<file path="config.mk">
export PLATFORM = sky130hd
export DESIGN_NAME = vga_zone_renderer
export DESIGN_NICKNAME = d
export VERILOG_FILES = /design/src/rtl/vga_pkg.sv /design/src/rtl/vga_timing_gen.sv /design/src/rtl/vga_zone_renderer.sv
export SDC_FILE = /design/constraint.sdc
export NUM_CORES = 1
export LEC_CHECK = 0
export BUFFER_PORTS_ARGS = -buffer_cell sky130_fd_sc_hd__buf_4
export CAP_MARGIN = 20
export CORE_ASPECT_RATIO = 0.6
export CORE_UTILIZATION = 30
export DETAILED_ROUTE_END_ITERATION = 16
export PLACE_DENSITY_LB_ADDON = 0.15
export SYNTH_ARGS = -nofsm -noshare
export SYNTH_HDL_FRONTEND = slang
export SYNTH_SLANG_ARGS = --single-unit
export TNS_END_PERCENT = 50
</file>
<file path="constraint.sdc">
create_clock -name clk -period 4.4 [get_ports clk]
set_clock_uncertainty 0.05 [all_clocks]
set_input_delay 0.88 -clock clk [delete_from_list [all_inputs] [get_ports clk]]
set_output_delay 0.88 -clock clk [all_outputs]
set_load 0.005 [all_outputs]
</file>
<file path="src/rtl/vga_pkg.sv">
// Shared VGA definitions: default 640x480@60 timing, colour codes, channel expansion.
package vga_pkg;

  localparam int DEF_H_ACTIVE = 640;
  localparam int DEF_H_FP     = 16;
  localparam int DEF_H_SYNC   = 96;
  localparam int DEF_H_BP     = 48;
  localparam int DEF_V_ACTIVE = 480;
  localparam int DEF_V_FP     = 10;
  localparam int DEF_V_SYNC   = 2;
  localparam int DEF_V_BP     = 33;

  // Zone colour codes, bit order {r,g,b}
  localparam logic [2:0] COL_BLACK = 3'b000;
  localparam logic [2:0] COL_RED   = 3'b100;
  localparam logic [2:0] COL_GREEN = 3'b010;
  localparam logic [2:0] COL_BLUE  = 3'b001;
  localparam logic [2:0] COL_WHITE = 3'b111;

  // Full-scale mask for one code bit; callers size-cast down to COLOR_BITS (<= 32).
  function automatic logic [31:0] expand_bit(input logic b);
    return b ? 32'hFFFF_FFFF : 32'h0;
  endfunction

endpackage

</file>
<file path="src/rtl/vga_timing_gen.sv">
// Pixel-enable divider, h/v counters and raw sync/active decode.
module vga_timing_gen #(
  parameter int H_ACTIVE = 640,
  parameter int H_FP     = 16,
  parameter int H_SYNC   = 96,
  parameter int H_BP     = 48,
  parameter int V_ACTIVE = 480,
  parameter int V_FP     = 10,
  parameter int V_SYNC   = 2,
  parameter int V_BP     = 33,
  parameter int CLK_DIV  = 2
) (
  input  logic clk,
  input  logic reset,
  output logic pix_en_o,
  output logic active_o,
  output logic hs_n_o,
  output logic vs_n_o,
  output logic h_wrap_o,
  output logic frame_end_o,
  output logic vga_clk_o
);

  localparam int H_TOTAL = H_ACTIVE + H_FP + H_SYNC + H_BP;
  localparam int V_TOTAL = V_ACTIVE + V_FP + V_SYNC + V_BP;
  localparam int HW = $clog2(H_TOTAL);
  localparam int VW = $clog2(V_TOTAL);
  localparam int DW = $clog2(CLK_DIV);

  localparam logic [DW-1:0] DIV_LAST = DW'(CLK_DIV - 1);
  localparam logic [DW-1:0] DIV_HALF = DW'(CLK_DIV / 2);
  localparam logic [HW-1:0] H_LAST   = HW'(H_TOTAL - 1);
  localparam logic [VW-1:0] V_LAST   = VW'(V_TOTAL - 1);
  localparam logic [HW-1:0] H_ACT    = HW'(H_ACTIVE);
  localparam logic [VW-1:0] V_ACT    = VW'(V_ACTIVE);
  localparam logic [HW-1:0] HS_BEG   = HW'(H_ACTIVE + H_FP);
  localparam logic [HW-1:0] HS_END   = HW'(H_ACTIVE + H_FP + H_SYNC - 1);
  localparam logic [VW-1:0] VS_BEG   = VW'(V_ACTIVE + V_FP);
  localparam logic [VW-1:0] VS_END   = VW'(V_ACTIVE + V_FP + V_SYNC - 1);

  logic [DW-1:0] div_q, div_d;
  logic [HW-1:0] h_q, h_d;
  logic [VW-1:0] v_q, v_d;
  logic          vclk_q;

  assign pix_en_o = (div_q == DIV_LAST);

  // Next-state for divider and raster counters; counters move one pixel per pix_en
  always_comb begin
    div_d = pix_en_o ? '0 : div_q + 1'b1;
    h_d   = h_q;
    v_d   = v_q;
    if (pix_en_o) begin
      if (h_q == H_LAST) begin
        h_d = '0;
        v_d = (v_q == V_LAST) ? '0 : v_q + 1'b1;
      end else begin
        h_d = h_q + 1'b1;
      end
    end
  end

  // State registers; VGA_CLK follows the new divider phase so it rises mid-pixel
  always_ff @(posedge clk) begin
    if (reset) begin
      div_q  <= '0;
      h_q    <= '0;
      v_q    <= '0;
      vclk_q <= 1'b0;
    end else begin
      div_q  <= div_d;
      h_q    <= h_d;
      v_q    <= v_d;
      vclk_q <= (div_d >= DIV_HALF);
    end
  end

  assign active_o    = (h_q < H_ACT) && (v_q < V_ACT);
  assign hs_n_o      = !((h_q >= HS_BEG) && (h_q <= HS_END));
  assign vs_n_o      = !((v_q >= VS_BEG) && (v_q <= VS_END));
  assign h_wrap_o    = pix_en_o && (h_q == H_LAST);
  assign frame_end_o = h_wrap_o && (v_q == V_LAST);
  assign vga_clk_o   = vclk_q;

endmodule

</file>
<file path="src/rtl/vga_zone_renderer.sv">
// Zone renderer: divider-free zone tracking, frame-latched zone codes, one registered output stage.
module vga_zone_renderer import vga_pkg::*; #(
  parameter int H_ACTIVE   = DEF_H_ACTIVE,
  parameter int H_FP       = DEF_H_FP,
  parameter int H_SYNC     = DEF_H_SYNC,
  parameter int H_BP       = DEF_H_BP,
  parameter int V_ACTIVE   = DEF_V_ACTIVE,
  parameter int V_FP       = DEF_V_FP,
  parameter int V_SYNC     = DEF_V_SYNC,
  parameter int V_BP       = DEF_V_BP,
  parameter int CLK_DIV    = 2,
  parameter int NUM_ZONES  = 6,
  parameter int COLOR_BITS = 8
) (
  input  logic                    clk,
  input  logic                    reset,
  input  logic [3*NUM_ZONES-1:0]  zone_codes,
  output logic                    hsync,
  output logic                    vsync,
  output logic [COLOR_BITS-1:0]   vga_red,
  output logic [COLOR_BITS-1:0]   vga_green,
  output logic [COLOR_BITS-1:0]   vga_blue,
  output logic                    VGA_CLK,
  output logic                    VGA_BLANK_N,
  output logic                    VGA_SYNC_N,
  output logic                    frame_start
);

  localparam int ZW  = H_ACTIVE / NUM_ZONES;
  localparam int ZIW = (NUM_ZONES > 1) ? $clog2(NUM_ZONES) : 1;
  localparam int ZPW = $clog2(H_ACTIVE + 1);
  localparam logic [ZIW-1:0] ZI_LAST = ZIW'(NUM_ZONES - 1);
  localparam logic [ZPW-1:0] ZP_LAST = ZPW'(ZW - 1);

  logic pix_en, active, hs_n, vs_n, h_wrap, frame_end;

  vga_timing_gen #(
    .H_ACTIVE(H_ACTIVE), .H_FP(H_FP), .H_SYNC(H_SYNC), .H_BP(H_BP),
    .V_ACTIVE(V_ACTIVE), .V_FP(V_FP), .V_SYNC(V_SYNC), .V_BP(V_BP),
    .CLK_DIV(CLK_DIV)
  ) u_timing (
    .clk        (clk),
    .reset      (reset),
    .pix_en_o   (pix_en),
    .active_o   (active),
    .hs_n_o     (hs_n),
    .vs_n_o     (vs_n),
    .h_wrap_o   (h_wrap),
    .frame_end_o(frame_end),
    .vga_clk_o  (VGA_CLK)
  );

  logic [ZIW-1:0]                 zone_idx_q, zone_idx_d;
  logic [ZPW-1:0]                 zone_px_q, zone_px_d;
  logic [NUM_ZONES-1:0][2:0]      shadow_q;
  logic                           frame_start_q;
  logic                           hsync_q, vsync_q, blank_n_q;
  logic [COLOR_BITS-1:0]          red_q, green_q, blue_q;
  logic [2:0]                     code;
  logic [COLOR_BITS-1:0]          red_d, green_d, blue_d;

  // Zone counters track the current hCount; the last zone keeps counting to absorb the remainder
  always_comb begin
    zone_idx_d = zone_idx_q;
    zone_px_d  = zone_px_q;
    if (pix_en) begin
      if (h_wrap) begin
        zone_idx_d = '0;
        zone_px_d  = '0;
      end else if (active) begin
        if (zone_px_q == ZP_LAST && zone_idx_q != ZI_LAST) begin
          zone_idx_d = zone_idx_q + 1'b1;
          zone_px_d  = '0;
        end else begin
          zone_px_d  = zone_px_q + 1'b1;
        end
      end
    end
  end

  assign code    = shadow_q[zone_idx_q];
  assign red_d   = active ? COLOR_BITS'(expand_bit(code[2])) : '0;
  assign green_d = active ? COLOR_BITS'(expand_bit(code[1])) : '0;
  assign blue_d  = active ? COLOR_BITS'(expand_bit(code[0])) : '0;

  // Zone counters, frame-boundary shadow load and its one-clk strobe
  always_ff @(posedge clk) begin
    if (reset) begin
      zone_idx_q    <= '0;
      zone_px_q     <= '0;
      shadow_q      <= {NUM_ZONES{COL_BLACK}};
      frame_start_q <= 1'b0;
    end else begin
      zone_idx_q    <= zone_idx_d;
      zone_px_q     <= zone_px_d;
      frame_start_q <= frame_end;
      if (frame_end) shadow_q <= zone_codes;
    end
  end

  // Output stage: sync, blank and RGB share one pixel of latency
  always_ff @(posedge clk) begin
    if (reset) begin
      hsync_q   <= 1'b1;
      vsync_q   <= 1'b1;
      blank_n_q <= 1'b0;
      red_q     <= '0;
      green_q   <= '0;
      blue_q    <= '0;
    end else if (pix_en) begin
      hsync_q   <= hs_n;
      vsync_q   <= vs_n;
      blank_n_q <= active;
      red_q     <= red_d;
      green_q   <= green_d;
      blue_q    <= blue_d;
    end
  end

  assign hsync       = hsync_q;
  assign vsync       = vsync_q;
  assign VGA_BLANK_N = blank_n_q;
  assign vga_red     = red_q;
  assign vga_green   = green_q;
  assign vga_blue    = blue_q;
  assign VGA_SYNC_N  = 1'b0;
  assign frame_start = frame_start_q;

endmodule
</file>
Word level (Yosys, flattened, before mapping)
Cells that the tools add are included.
{"block": "word_totals", "word_cells": 66, "inputBits": 20, "output_inout_bits": 30, "register_bits": 81}
{"block": "classes", "addsub": 5, "n_eq_ne": 4, "order_cmp": 8, "n_reduce_logical": 13, "muxes": 17}
{"operator": "2-to-1 mux 10 bit", "count": 5}
{"operator": "2-to-1 mux 8 bit", "count": 6}
{"operator": "adder 10 x 1 -> 10 bit (second input constant)", "count": 3}
{"operator": "equality test 10 bit (second input constant)", "count": 2}
{"operator": "2-to-1 mux 3 bit", "count": 4}
{"operator": "equality test 10 x 7 -> 1 bit (second input constant)", "count": 1}
{"operator": "greater-or-equal comparator 10 bit (second input constant)", "count": 1}
{"operator": "greater-or-equal comparator 10 x 9 -> 1 bit (second input constant)", "count": 1}
{"operator": "less-or-equal comparator 10 bit (second input constant)", "count": 1}
{"operator": "less-or-equal comparator 10 x 9 -> 1 bit (second input constant)", "count": 1}
{"operator": "less-than comparator 10 bit (second input constant)", "count": 1}
{"operator": "less-than comparator 10 x 9 -> 1 bit (second input constant)", "count": 1}
{"operator": "binary-select mux 3 bit (select 3 bit)", "count": 1}
{"operator": "logical AND 1 bit", "count": 6}
{"operator": "less-than comparator 3 x 4 -> 1 bit (second input constant)", "count": 1}
{"operator": "AND reduction 2 bit", "count": 2}
{"operator": "nonzero test 2 bit", "count": 2}
{"operator": "adder 3 x 1 -> 3 bit (second input constant)", "count": 1}
{"operator": "!= test 3 bit (second input constant)", "count": 1}
{"operator": "AND reduction 3 bit", "count": 1}
{"operator": "zero test 1 bit", "count": 2}
{"operator": "adder 1 bit (second input constant)", "count": 1}
{"operator": "greater-or-equal comparator 1 bit (second input constant)", "count": 1}
{"operator": "2-to-1 mux 1 bit", "count": 1}

Depth between registers and ports, before layout
Gate-level depths: netlist of run 1.
{"block": "logic_depth", "word_depth": 5, "mapped_depth": 9, "depth_no_buf": 6}

Modules after synthesis
A second synthesis of run 1 with hierarchy kept.
{"block": "hier_totals", "cells_unflattened": 323, "hier_area_um2": 2995.4}
{"module": "vga_zone_renderer", "n_inst": 1, "area_each_um2": 1898.1, "cells_each": 200, "seq_area_each_um2": 760.7}
{"module": "vga_timing_gen", "n_inst": 1, "area_each_um2": 1097.3, "cells_each": 123, "seq_area_each_um2": 420.4}

Least setup slack after synthesis of run 1
No wires, ideal clock.
{"block": "synth_timing", "path_kind": "flip-flop to flip-flop", "start": "register u_timing.v_q[0]", "end": "register shadow_q[11] in the netlist's numbering", "arrival_ps": 1857, "t_required_ps": 4233, "setup_slack_ps": 2376, "setup_time_ps": 117, "stages_incl_launch_ff": 10, "period_less_slack_ps": 2024, "path_buffers": 3, "cell_sequence": "dfxtp_1 > inv_1 > ha_1 > nand4_1 > or4_1 > buf_2 > o21a_1 > buf_6 > buf_6 > a22o_1"}
{"block": "synth_via", "elab_chain_len": 2}
{"item": "start: declaration", "line_no": "vga_timing_gen.sv:43", "text": "logic [VW-1:0] v_q, v_d;"}
{"item": "start signal: assignment", "line_no": "vga_timing_gen.sv:73", "text": "v_q <= v_d;"}
{"item": "equality test 10 bit", "line_no": "vga_timing_gen.sv:82", "text": "assign frame_end_o = h_wrap_o && (v_q == V_LAST);"}
{"item": "logical AND 1 bit", "line_no": "vga_timing_gen.sv:82"}
{"item": "end signal: assignment", "line_no": "vga_zone_renderer.sv:91", "text": "shadow_q <= {NUM_ZONES{COL_BLACK}};"}
{"item": "end signal: assignment", "line_no": "vga_zone_renderer.sv:97", "text": "if (frame_end) shadow_q <= zone_codes;"}
{"item": "end: declaration", "line_no": "vga_zone_renderer.sv:55", "text": "logic [NUM_ZONES-1:0][2:0] shadow_q;"}
No other way between the ends.
A chain may end at the register's enable or synchronous reset.

Worst setup path in the final report of run 1
{"block": "layout_timing", "start": "register u_timing.h_q[0]", "end": "register shadow_q[17] in the netlist's numbering"}
{"block": "layout_via", "elab_chain_len": 3}
{"item": "start: declaration", "line_no": "vga_timing_gen.sv:42", "text": "logic [HW-1:0] h_q, h_d;"}
{"item": "start signal: assignment", "line_no": "vga_timing_gen.sv:67", "text": "h_q <= '0;"}
{"item": "start signal: assignment", "line_no": "vga_timing_gen.sv:72", "text": "h_q <= h_d;"}
{"item": "equality test 10 bit", "line_no": "vga_timing_gen.sv:81", "text": "assign h_wrap_o = pix_en_o && (h_q == H_LAST);"}
{"item": "logical AND 1 bit", "line_no": "vga_timing_gen.sv:81"}
{"item": "logical AND 1 bit", "line_no": "vga_timing_gen.sv:82"}
No other way between the ends.

==> metrics.md, run 1 <==
| Metric | Value |
|---|---|
| Critical path's slowest cell | nor3_4 |
| Hold Crit Class | reg2reg |
| # nets final | 376 |
| Fin cells | 482 |
| Max-cap violations | 0 |
| Number of detailed-route iterations in the first pass | 4 |
| P&R area growth vs syn | 19.3% |
| Layout cell share with drive strength beyond 1 | 0.182 |
| Remaining antenna violation count after routing | 0 |
| Power per Cell Area | 356 mW/mm2 |
| Via Count | 2433 |
| Yosys reg bits | 59 |
| Global-route usage over all layers | 0.148 |
| Placed Cells | 466 |
| Ys async rst share | 0 |
| # DRC | 0 |
| Largest area contributor in the netlist | dfxtp_1 |
| CTS buffer count | 9 |
| Fin crit share | 0.647 |
| Synth top area cells | dfxtp_1, buf_4, a22o_1 |
| Ys Warns | 0 |
| Hold Vio Cnt, Final | 0 |
| Drt via density | 5.05 |
| Hold Buf Count CTS | 0 |
| Ant. Diodes | 0 |
| Initial core utilization | 0.313 |
| Drt total wl | 6910 um |
| Multi-input combinational cell area | 0.00144 mm2 |
| Top-count cell post-synth | dfxtp_1 |
| Synth top cells by count | dfxtp_1, buf_4, a21oi_1, nand2_1, nor2_1 |
| Crit path cell chain | ha_1, and3_1, nand4_1, nor3_4, a22o_1 |
| Clock buffer depth | 2 |
| Net Count, Synth | 353 |
| EDFF count, synth | 0 |
| First-pass GRT wire length | 11400 um |
| Post-synthesis cell count | 324 |
| HPWL Detailed | 4830 um |
| Max VDD drop | 184 uV |
| Mapped cell area | 0.00291 mm2 |
| Clk_lat worst skew | 0.32 ns |
| Worst Path Max Fanout | 20 |
| Max Clock Freq | 0.351 GHz |
| Vias in the first global route | 2192 |
| Initial DRC count | 165 |
| Yosys cell types | 46 |
| Status | complete, no violations |
| CTS root buf | clkbuf_16 |
| Die area | 0.0101 mm2 |
| Register area | 0.00118 mm2 |
| Critical path class | reg2reg |
| CP Capture Type | register |
| Synthesized area per cell | 8.99 um2 |
| Clock-pin slew on the worst setup and hold paths | 0.05 ns |
| Startpoint Class | register |
| PortBufs | 48 |
| Ys flop type | dfxtp_1 |
| RSZ-0062 raised after global routing | false |
| Final Max Tran Viols | 0 |
| Finish-stage setup viols | 0 |
| GPL Wtd Cong | 0.733 |
| Min Tclk post-route | 2.85 ns |
| Largest net degree at the start of global routing | 24 |
| Worst Path Arrival | 3.06 ns |
| Setup_tns | 0 ns |
| Io pins | 50 |
| Max stage delay on crit path | 0.94 ns |
| Leak | 0.00124 uW |
| Share of the synthesized area in the top cell type | 0.406 |
| Post-CTS Resized | 0 |
| Register area share after synthesis | 0.406 |
| Placeable core region | 0.00929 mm2 |
| Initial antenna violation count | 0 |
| Worst slew pin tran | 0.847 ns |
| FP Rows | 27 |
| Slew headroom | 0.433 |
| CTS tree | built |
| Postcts setup bufs | 0 |
| Worst EP required | 4.61 ns |
| Remaining Overflow, GRT | 0 |
| Filler cell count | 987 |
| Worst hold margin | 0.425 ns |
| CTS HTree Levels | 3 |
| CTS Sinks | 59 |
| WL per Instance | 14.3 um |
| Die W | 129 um |
| Vert. Die Dim | 78.3 um |
stage by stage:
stage	utilization	total power [uW]	worst slack, ns	cell area, um2
floorplan	-	586	2.38	2910
global placement	0.344	611	1.67	3200
detailed placement	0.344	611	1.56	3200
CTS	0.374	1260	1.55	3470
global route	0.374	1300	1.25	3470
finish	0.374	1240	1.55	3470
cell families (layout without fill, tap and decap cells):
| logic type | Yosys count | count (layout) | synth area share |
|---|---|---|---|
| multiplexers | 9 | 9 | 0.0309 |
| adder cells (fa/ha/maj) | 9 | 9 | 0.0387 |
| flip-flops | 59 | 59 | 0.406 |
| AO/OA/AOI/OAI | 71 | 71 | 0.166 |
| XOR/XNOR | 10 | 10 | 0.0301 |
| buffers and inverters | 49 | 77 | 0.0988 |
| other | 1 | 1 | 0.00129 |
| AND/OR/NAND/NOR | 116 | 116 | 0.228 |
worst max-delay path: cells and delay by family, from the launching register on:
| kind | cells | cell delay (ns) |
|---|---|---|
| AND/OR/NAND/NOR | 3 | 1.86 |
| adder cells (fa/ha/maj) | 1 | 0.23 |
| flip-flops | 1 | 0.40 |
| AO/OA/AOI/OAI | 1 | 0.24 |
state kept, by name (all words and copies together), names as in the netlist:
register            cells
shadow_q               18
u_timing.h_q           10
u_timing.v_q           10
zone_px_q              10
zone_idx_q              3
VGA_BLANK_N             1
frame_start             1
hsync                   1
u_timing.vga_clk_o      1
vga_blue                1
vga_green               1
vga_red                 1
vsync                   1
metal layers:
| metal | wire length, um | global-route usage |
|---|---|---|
| met1 | 3850 | 0.225 |
| met2 | 2630 | 0.182 |
| met3 | 374 | 0.0566 |
| met4 | 55 | 0.0494 |
| met5 | 0 | 0 |
power breakdown:
group | switching [uW] | leakage (uW) | internal (uW)
clock | 227 | 0.000137 | 409
combinational | 28.4 | 0.000628 | 23.5
sequential | 6.45 | 0.000477 | 541
total | 262 | 0.00124 | 974
cell usage in the layout (no fill, tap or decap), types with 9 or more instances in the layout:
cell type  count
nand4_1        9
dfxtp_1       59
o31ai_1       11
mux2i_1        9
nor2_1        19
a22o_1        18
clkbuf_16      9
inv_1         11
ha_1           9
or4_1         12
nand2_1       20
buf_4         49
a21oi_1       22
nand3_1       15
path summary, 6_finish.rpt:
kind / from / end / slack, ns / depth (start not counted)
setup / recovery: u_timing.h_q[0] / shadow_q[17] / 1.55 / 5
hold / removal: VGA_BLANK_N / VGA_BLANK_N / 0.42 / 2
setup reg to reg: u_timing.h_q[0] / shadow_q[17] / 1.55 / 5
hold reg to reg: VGA_BLANK_N / VGA_BLANK_N / 0.42 / 2
cell type report:
cell class,count,share of cell area
tap,130,0.0468
inverter,12,0.0130
clock buffer,14,0.0760
multi-input combinational,216,0.415
sequential,59,0.340
clock inverter,2,0.00288
timing repair buffer,49,0.106
No activity file was read; power rests on OpenSTA's default activity.
==> inputs of run 2 (changes only) <==
==> constraint.sdc (replaced) <==
create_clock -name clk -period 2.9 [get_ports clk]
set_clock_uncertainty 0.05 [all_clocks]
set_input_delay 0.58 -clock clk [delete_from_list [all_inputs] [get_ports clk]]
set_output_delay 0.58 -clock clk [all_outputs]
set_load 0.005 [all_outputs]
==> run 2 against run 1 <==
Compared with the run above:
- sequential cell count is the same
- wire length shrank 1.7%
- setup slack lost 0.92 ns
- combinational power grew 59%
- critical endpoint is now shadow_q[2]
- largest cell class unchanged
- largest power group unchanged
==> metrics.md, run 2 (synthesis results as in run 1) <==
| Metric | Value |
|---|---|
| CTS buffer count | 9 (unchanged) |
| WL per Instance | 14.1 um (-1.7%) |
| Power per Cell Area | 528 mW/mm2 (+49%) |
| Leak | 0.00125 uW (+0.66%) |
| Max reg flops | 18 (unchanged) |
| Via Count | 2424 (-0.37%) |
| Most frequent cells in the layout | dfxtp_1, buf_4, a21oi_1, nand2_1, nor2_1 |
| Clk_lat worst skew | 0.32 ns (about the same) |
| Filler cell count | 953 (-3.4%) |
| Remaining Overflow, GRT | 0 (unchanged) |
| Worst Path Arrival | 2.47 ns (-0.59 ns) |
| Vert. Die Dim | 78.3 um (unchanged) |
| Fin cells | 482 (unchanged) |
| NetSw | 379 uW (+45%) |
| R2R cell count | 6 (+1) |
| Status | complete, no violations |
| Setup_tns | 0 ns (unchanged) |
| Placeable core region | 0.00929 mm2 (unchanged) |
| Initial core utilization | 0.313 (unchanged) |
| First-pass GRT wire length | 11200 um (-1.6%) |
| Max VDD drop | 321 uV (+74%) |
| RSZ-0062 raised after global routing | false |
| Largest net degree at the start of global routing | 23 (-4.2%) |
| Max-cap violations | 0 (unchanged) |
| Number of detailed-route iterations in the first pass | 4 (unchanged) |
| GPL Wtd Cong | 0.780 (+6.4%) |
| Layout cell share with drive strength beyond 1 | 0.188 (+0.00568) |
| Hold Crit Class | in2reg |
| Hold Buf Count CTS | 0 (unchanged) |
| CP Capture Type | register |
| Clock-pin slew on the worst setup and hold paths | 0.05 ns (about the same) |
| P_int | 1460 uW (+50%) |
| Critical path class | reg2reg |
| Commonest non-fill, non-tap cell in the layout | dfxtp_1 |
| Drt total wl | 6790 um (-1.7%) |
| Ant. Diodes | 0 (unchanged) |
| Vias in the first global route | 2207 (+0.68%) |
| FP Rows | 27 (unchanged) |
| Io pins | 50 (unchanged) |
| Most flops, register | shadow_q |
| Finish-stage setup viols | 0 (unchanged) |
| Fraction of power consumed by sequential logic | 0.452 (+0.009) |
| WHS Path Cells | 2 (unchanged) |
| Min Tclk post-route | 2.26 ns (-0.585 ns) |
| Hold Path Origin | zone_codes[9] |
| Drt via density | 5.03 (-0.37%) |
| Final Max Tran Viols | 0 (unchanged) |
| # nets final | 380 (+1.1%) |
| Reg2Reg Capture Point | shadow_q[2] |
| Comb power frac | 0.045 (+0.003) |
| Max stage delay on crit path | 0.64 ns (-0.30 ns) |
| Initial antenna violation count | 0 (unchanged) |
| Crit path cell chain | inv_1, ha_1, nand4_1, or4_1, nor3_4, a22o_1 |
| Global-route usage over all layers | 0.147 (-0.00175) |
| Hold Path End | shadow_q[9] |
| Worst Path Max Fanout | 19 (-5.0%) |
| Sw frac | 0.206 (-0.00601) |
| Postcts setup bufs | 0 (unchanged) |
| Placed Cells | 470 (+0.86%) |
| CTS tree | built |
| Initial DRC count | 145 (-12%) |
| HPWL Detailed | 4840 um (+0.27%) |
| CTS Sinks | 59 (unchanged) |
| Worst slew pin tran | 0.765 ns (-0.0821 ns) |
| # DRC | 0 (unchanged) |
| Clock power share | 0.503 (-0.012) |
| Remaining antenna violation count after routing | 0 (unchanged) |
| Startpoint Class | register |
| Final Instance Area | 0.00349 mm2 (+0.36%) |
| Reg2reg setup slack | 0.64 ns (-0.92 ns) |
| Die area | 0.0101 mm2 (unchanged) |
| Fin crit share | 0.781 (+0.133) |
| Start of the worst register-to-register path | u_timing.v_q[0] |
| PortBufs | 48 (unchanged) |
| Die W | 129 um (unchanged) |
| Clock buffer depth | 2 (unchanged) |
| P&R area growth vs syn | 19.7% |
| Max Clock Freq | 0.442 GHz (+26%) |
| Placed cell areas | 0.00323 mm2 (+0.94%) |
| Post-CTS Resized | 0 (unchanged) |
| Worst hold margin | 0.416 ns (-0.00926 ns) |
| CTS root buf | clkbuf_16 |
| Hold Vio Cnt, Final | 0 (unchanged) |
| Critical path's slowest cell | nor3_4 |
| CTS HTree Levels | 3 (unchanged) |
| Worst EP required | 3.11 ns (-1.50 ns) |
| Slew headroom | 0.488 (+0.0548) |
==> run 2: metrics by stage <==
stage	utilization	setup WS, ns	total power (uW)
6_report	0.375	0.636	1840
5_1_grt	0.375	0.466	1920
4_1_cts	0.375	0.612	1870
3_5_place_dp	0.348	0.645	931
3_3_place_gp	0.348	0.628	930
2_1_floorplan	-	0.876	889
==> run 2: layout make-up <==
| type | count | area [um2] | area share |
|---|---|---|---|
| repair buffers | 53 | 398 | 0.114 |
| clock buffers | 12 | 256 | 0.0736 |
| inverters | 12 | 45.0 | 0.0129 |
| well taps | 130 | 163 | 0.0467 |
| flip-flops and latches | 59 | 1180 | 0.339 |
| multi-input cells | 216 | 1440 | 0.414 |
==> run 2: critical path: cells and delay by family, from the launching register on <==
family          cells  cell delay [ns]
compound gates      1             0.23
fa+ha+maj           1             0.14
buf+inv             1             0.10
flops               1             0.35
simple gates        3             1.32
==> run 2: worst max path at each step <==
stage	startpoint	to	slack [ns]	cells past startpoint
final	u_timing.v_q[0]	shadow_q[2]	0.64	6
after global routing	u_timing.h_q[1]	u_timing.v_q[8]	0.47	6
after CTS	u_timing.v_q[0]	shadow_q[7]	0.61	6
after detailed placement	u_timing.h_q[0]	shadow_q[13]	0.65	5
after global placement	u_timing.v_q[0]	shadow_q[11]	0.63	6
after floorplan	u_timing.v_q[0]	shadow_q[11]	0.88	9
==> run 2: power by group through the flow <==
stage	clock network [uW]	logic, uW	registers, uW
after CTS	959	83.4	832
after detailed placement	0	82.9	848
after global routing	998	90.5	833
final	927	82.3	833
after floorplan	0	43.7	846
after global placement	0	82.7	847
==> run 2: per-layer routing <==
layer	global-route usage	wire length, um
met4	0.0600	107
met5	0	0
met1	0.217	3830
met2	0.185	2480
met3	0.0511	381
==> inputs of run 3 (changes only) <==
--- a/config.mk
+++ b/config.mk
@@ -5,6 +5,7 @@
 export SDC_FILE = /design/constraint.sdc
 export NUM_CORES = 1
 export LEC_CHECK = 0
+export ABC_AREA = 1
 export BUFFER_PORTS_ARGS = -buffer_cell sky130_fd_sc_hd__buf_4
 export CAP_MARGIN = 20
 export CORE_ASPECT_RATIO = 0.6
==> constraint.sdc (replaced) <==
create_clock -name clk -period 2 [get_ports clk]
set_clock_uncertainty 0.05 [all_clocks]
set_input_delay 0.4 -clock clk [delete_from_list [all_inputs] [get_ports clk]]
set_output_delay 0.4 -clock clk [all_outputs]
set_load 0.005 [all_outputs]
==> run 3 against run 2 <==
Compared with the run above:
- final cell count grew 35%
- area after synthesis increased by 8.6%
- hold slack lost 0.20 ns
- core utilization rose by 0.98 points
- setup slack lost 0.44 ns
- synthesized cell count rose by 47%
- largest power group unchanged
==> metrics.md, run 3 <==
| Metric | Value |
|---|---|
| Min Tclk post-route | 1.81 ns (-0.457 ns) |
| Net Count, Synth | 505 (+43%) |
| Startpoint Class | register |
| Vias in the first global route | 2655 (+20%) |
| Die W | 135 um (+4.2%) |
| Start of the worst register-to-register path | u_timing.h_q[1] |
| Reg2reg setup slack | 0.19 ns (-0.44 ns) |
| Mapped cell area | 0.00316 mm2 (+8.6%) |
| Drt via density | 4.45 (-12%) |
| Hold Path Origin | zone_codes[3] |
| Most flops, register | shadow_q |
| Worst Path Arrival | 1.96 ns (-0.51 ns) |
| Critical path class | reg2reg |
| Ys Warns | 0 (unchanged) |
| CTS tree | built |
| Max stage delay on crit path | 0.36 ns (-0.28 ns) |
| Clock buffer depth | 2 (unchanged) |
| Layout cell share with drive strength beyond 1 | 0.166 (-0.0215) |
| Hold Path End | shadow_q[3] |
| # DRC | 0 (unchanged) |
| Most frequent cells in the layout | nand2_1, nor2_1, dfxtp_1, buf_4, inv_1 |
| Power per Cell Area | 778 mW/mm2 (+47%) |
| Crit path top cell by count | nand2_1 |
| Max Clock Freq | 0.553 GHz (+25%) |
| First-pass GRT wire length | 13100 um (+17%) |
| Hold Crit Class | in2reg |
| Largest area contributor in the netlist | dfxtp_1 |
| Setup_tns | 0 ns (unchanged) |
| Max reg flops | 18 (unchanged) |
| Initial core utilization | 0.315 (+0.00118) |
| Register area share after synthesis | 0.373 (-0.0323) |
| Final Max Tran Viols | 0 (unchanged) |
| Post-synthesis cell count | 476 (+47%) |
| Io pins | 50 (unchanged) |
| Ant. Diodes | 0 (unchanged) |
| Synth top area cells | dfxtp_1, nand2_1, nor2_1 |
| Yosys reg bits | 59 (unchanged) |
| HPWL Detailed | 6030 um (+25%) |
| WL per Instance | 11.9 um (-15%) |
| Clk_lat worst skew | 0.33 ns (about the same) |
| Initial antenna violation count | 0 (unchanged) |
| GPL Wtd Cong | 0.801 (+2.6%) |
| Top-count cell post-synth | nand2_1 |
| CTS root buf | clkbuf_16 |
| Postcts setup bufs | 0 (unchanged) |
| Number of detailed-route iterations in the first pass | 4 (unchanged) |
| Fin cells | 653 (+35%) |
| CTS HTree Levels | 3 (unchanged) |
| Largest net degree at the start of global routing | 21 (-8.7%) |
| Drt total wl | 7800 um (+15%) |
| Yosys cell types | 32 (-30%) |
| Worst Path Max Fanout | 6 (-13) |
| Global-route usage over all layers | 0.157 (+0.0101) |
| Placeable core region | 0.0101 mm2 (+8.2%) |
| PortBufs | 48 (unchanged) |
| Synth top cells by count | nand2_1, nor2_1, dfxtp_1, inv_1 |
| Leak | 0.00182 uW (+45%) |
| Max VDD drop | 426 uV (+33%) |
| Top delay family on crit path | simple AND/OR/NAND/NOR gates |
| Finish-stage setup viols | 0 (unchanged) |
| # nets final | 542 (+43%) |
| CTS buffer count | 9 (unchanged) |
| RSZ-0062 raised after global routing | false |
| Status | complete, no violations |
| CP Buf/Inv Count | 2 (+1) |
| Die area | 0.0110 mm2 (+8.5%) |
| Via Count | 2905 (+20%) |
| Ys async rst share | 0 (unchanged) |
| CTS Sinks | 59 (unchanged) |
| Share of the synthesized area in the top cell type | 0.373 (-0.0323) |
| Commonest non-fill, non-tap cell in the layout | nand2_1 |
| Remaining Overflow, GRT | 0 (unchanged) |
| Reg2Reg Capture Point | zone_idx_q[0] |
| Initial DRC count | 132 (-9.0%) |
| P&R area growth vs syn | 22.4% |
| CP Capture Type | register |
| Worst EP required | 2.15 ns (-0.96 ns) |
| R2R cell count | 9 (+3) |
| Tot Pwr | 3010 uW (+63%) |
| Remaining antenna violation count after routing | 0 (unchanged) |
| Placed Cells | 637 (+36%) |
| Ys flop type | dfxtp_1 |
| WHS Path Cells | 3 (+1) |
| Fin crit share | 0.904 (+0.123) |
| Max-cap violations | 0 (unchanged) |
| FP Rows | 28 (+3.7%) |
| Clock-pin slew on the worst setup and hold paths | 0.05 ns (about the same) |
| Hold Vio Cnt, Final | 0 (unchanged) |
| Vert. Die Dim | 81.5 um (+4.1%) |
| Synthesized area per cell | 6.65 um2 (-26%) |
| Critical path's slowest cell | dfxtp_1 |
| Crit path cell chain | ha_1, inv_1, nor2_1, nand4_2, buf_4, nand2_1, nand2_2, nand2_1, a21oi_1 |
| EDFF count, synth | 0 (unchanged) |
| Final core occ | 0.385 (+0.00980) |
run 3: worst max path at each step:
stage	start	to	cells after the start
global route	u_timing.h_q[1]	zone_idx_q[0]	9
detailed placement	u_timing.v_q[6]	zone_idx_q[0]	8
floorplan	u_timing.h_q[0]	u_timing.v_q[6]	8
global placement	u_timing.v_q[6]	zone_idx_q[1]	8
CTS	u_timing.v_q[6]	zone_idx_q[0]	8
finish	u_timing.h_q[1]	zone_idx_q[0]	9
run 3: repair_timing:
item	4_1_cts	5_1_grt
setup endpoints to repair	0	23
hold buffers	0	0
gates resized for setup	0	4
run 3: kinds of logic after synthesis:
| logic type | count (synthesis) | share of synthesized area |
|---|---|---|
| simple gates | 270 | 0.359 |
| buf+inv | 85 | 0.136 |
| flops | 59 | 0.373 |
| compound gates | 47 | 0.0803 |
| other cells | 1 | 0.00119 |
| fa+ha+maj | 9 | 0.0356 |
| xor+xnor | 5 | 0.0138 |
run 3: layer usage:
layer | track usage | share of wire | vias up
met3 | 0.0401 | 0.049 | 11
met5 | 0 | 0 | -
met4 | 0.0539 | 0.013 | 0
li1 | - | - | 1555
met2 | 0.212 | 0.37 | 52
met1 | 0.234 | 0.57 | 1287
run 3: cell type report:
type | instances | area, um2
tap | 135 | 169
inverter | 55 | 206
multi-input combinational | 332 | 1570
fill | 1051 | 6180
clock inverter | 4 | 72.6
timing repair buffer | 56 | 420
sequential | 59 | 1180
clock buffer | 12 | 256
run 3: stage by stage:
step	setup WS [ns]	area [um2]	hold WS, ns
after floorplan	0.526	3160	0.371
after global placement	0.160	3530	0.390
after detailed placement	0.154	3530	0.386
after CTS	0.140	3860	0.201
after global routing	0.00874	3870	0.215
final	0.193	3870	0.211
run 3: report_power, final:
part	switching [uW]	internal [uW]	total (uW)	leakage [uW]
combinational	66.9	52.1	119	0.00118
clock	537	1160	1690	0.000159
sequential	13.2	1190	1200	0.000476
total	617	2390	3010	0.00182
run 3: tightest hold or removal path, stage by stage:
cell	delay [ns]
buf_4	0.07
nand2_1	0.04
nand2_1	0.04
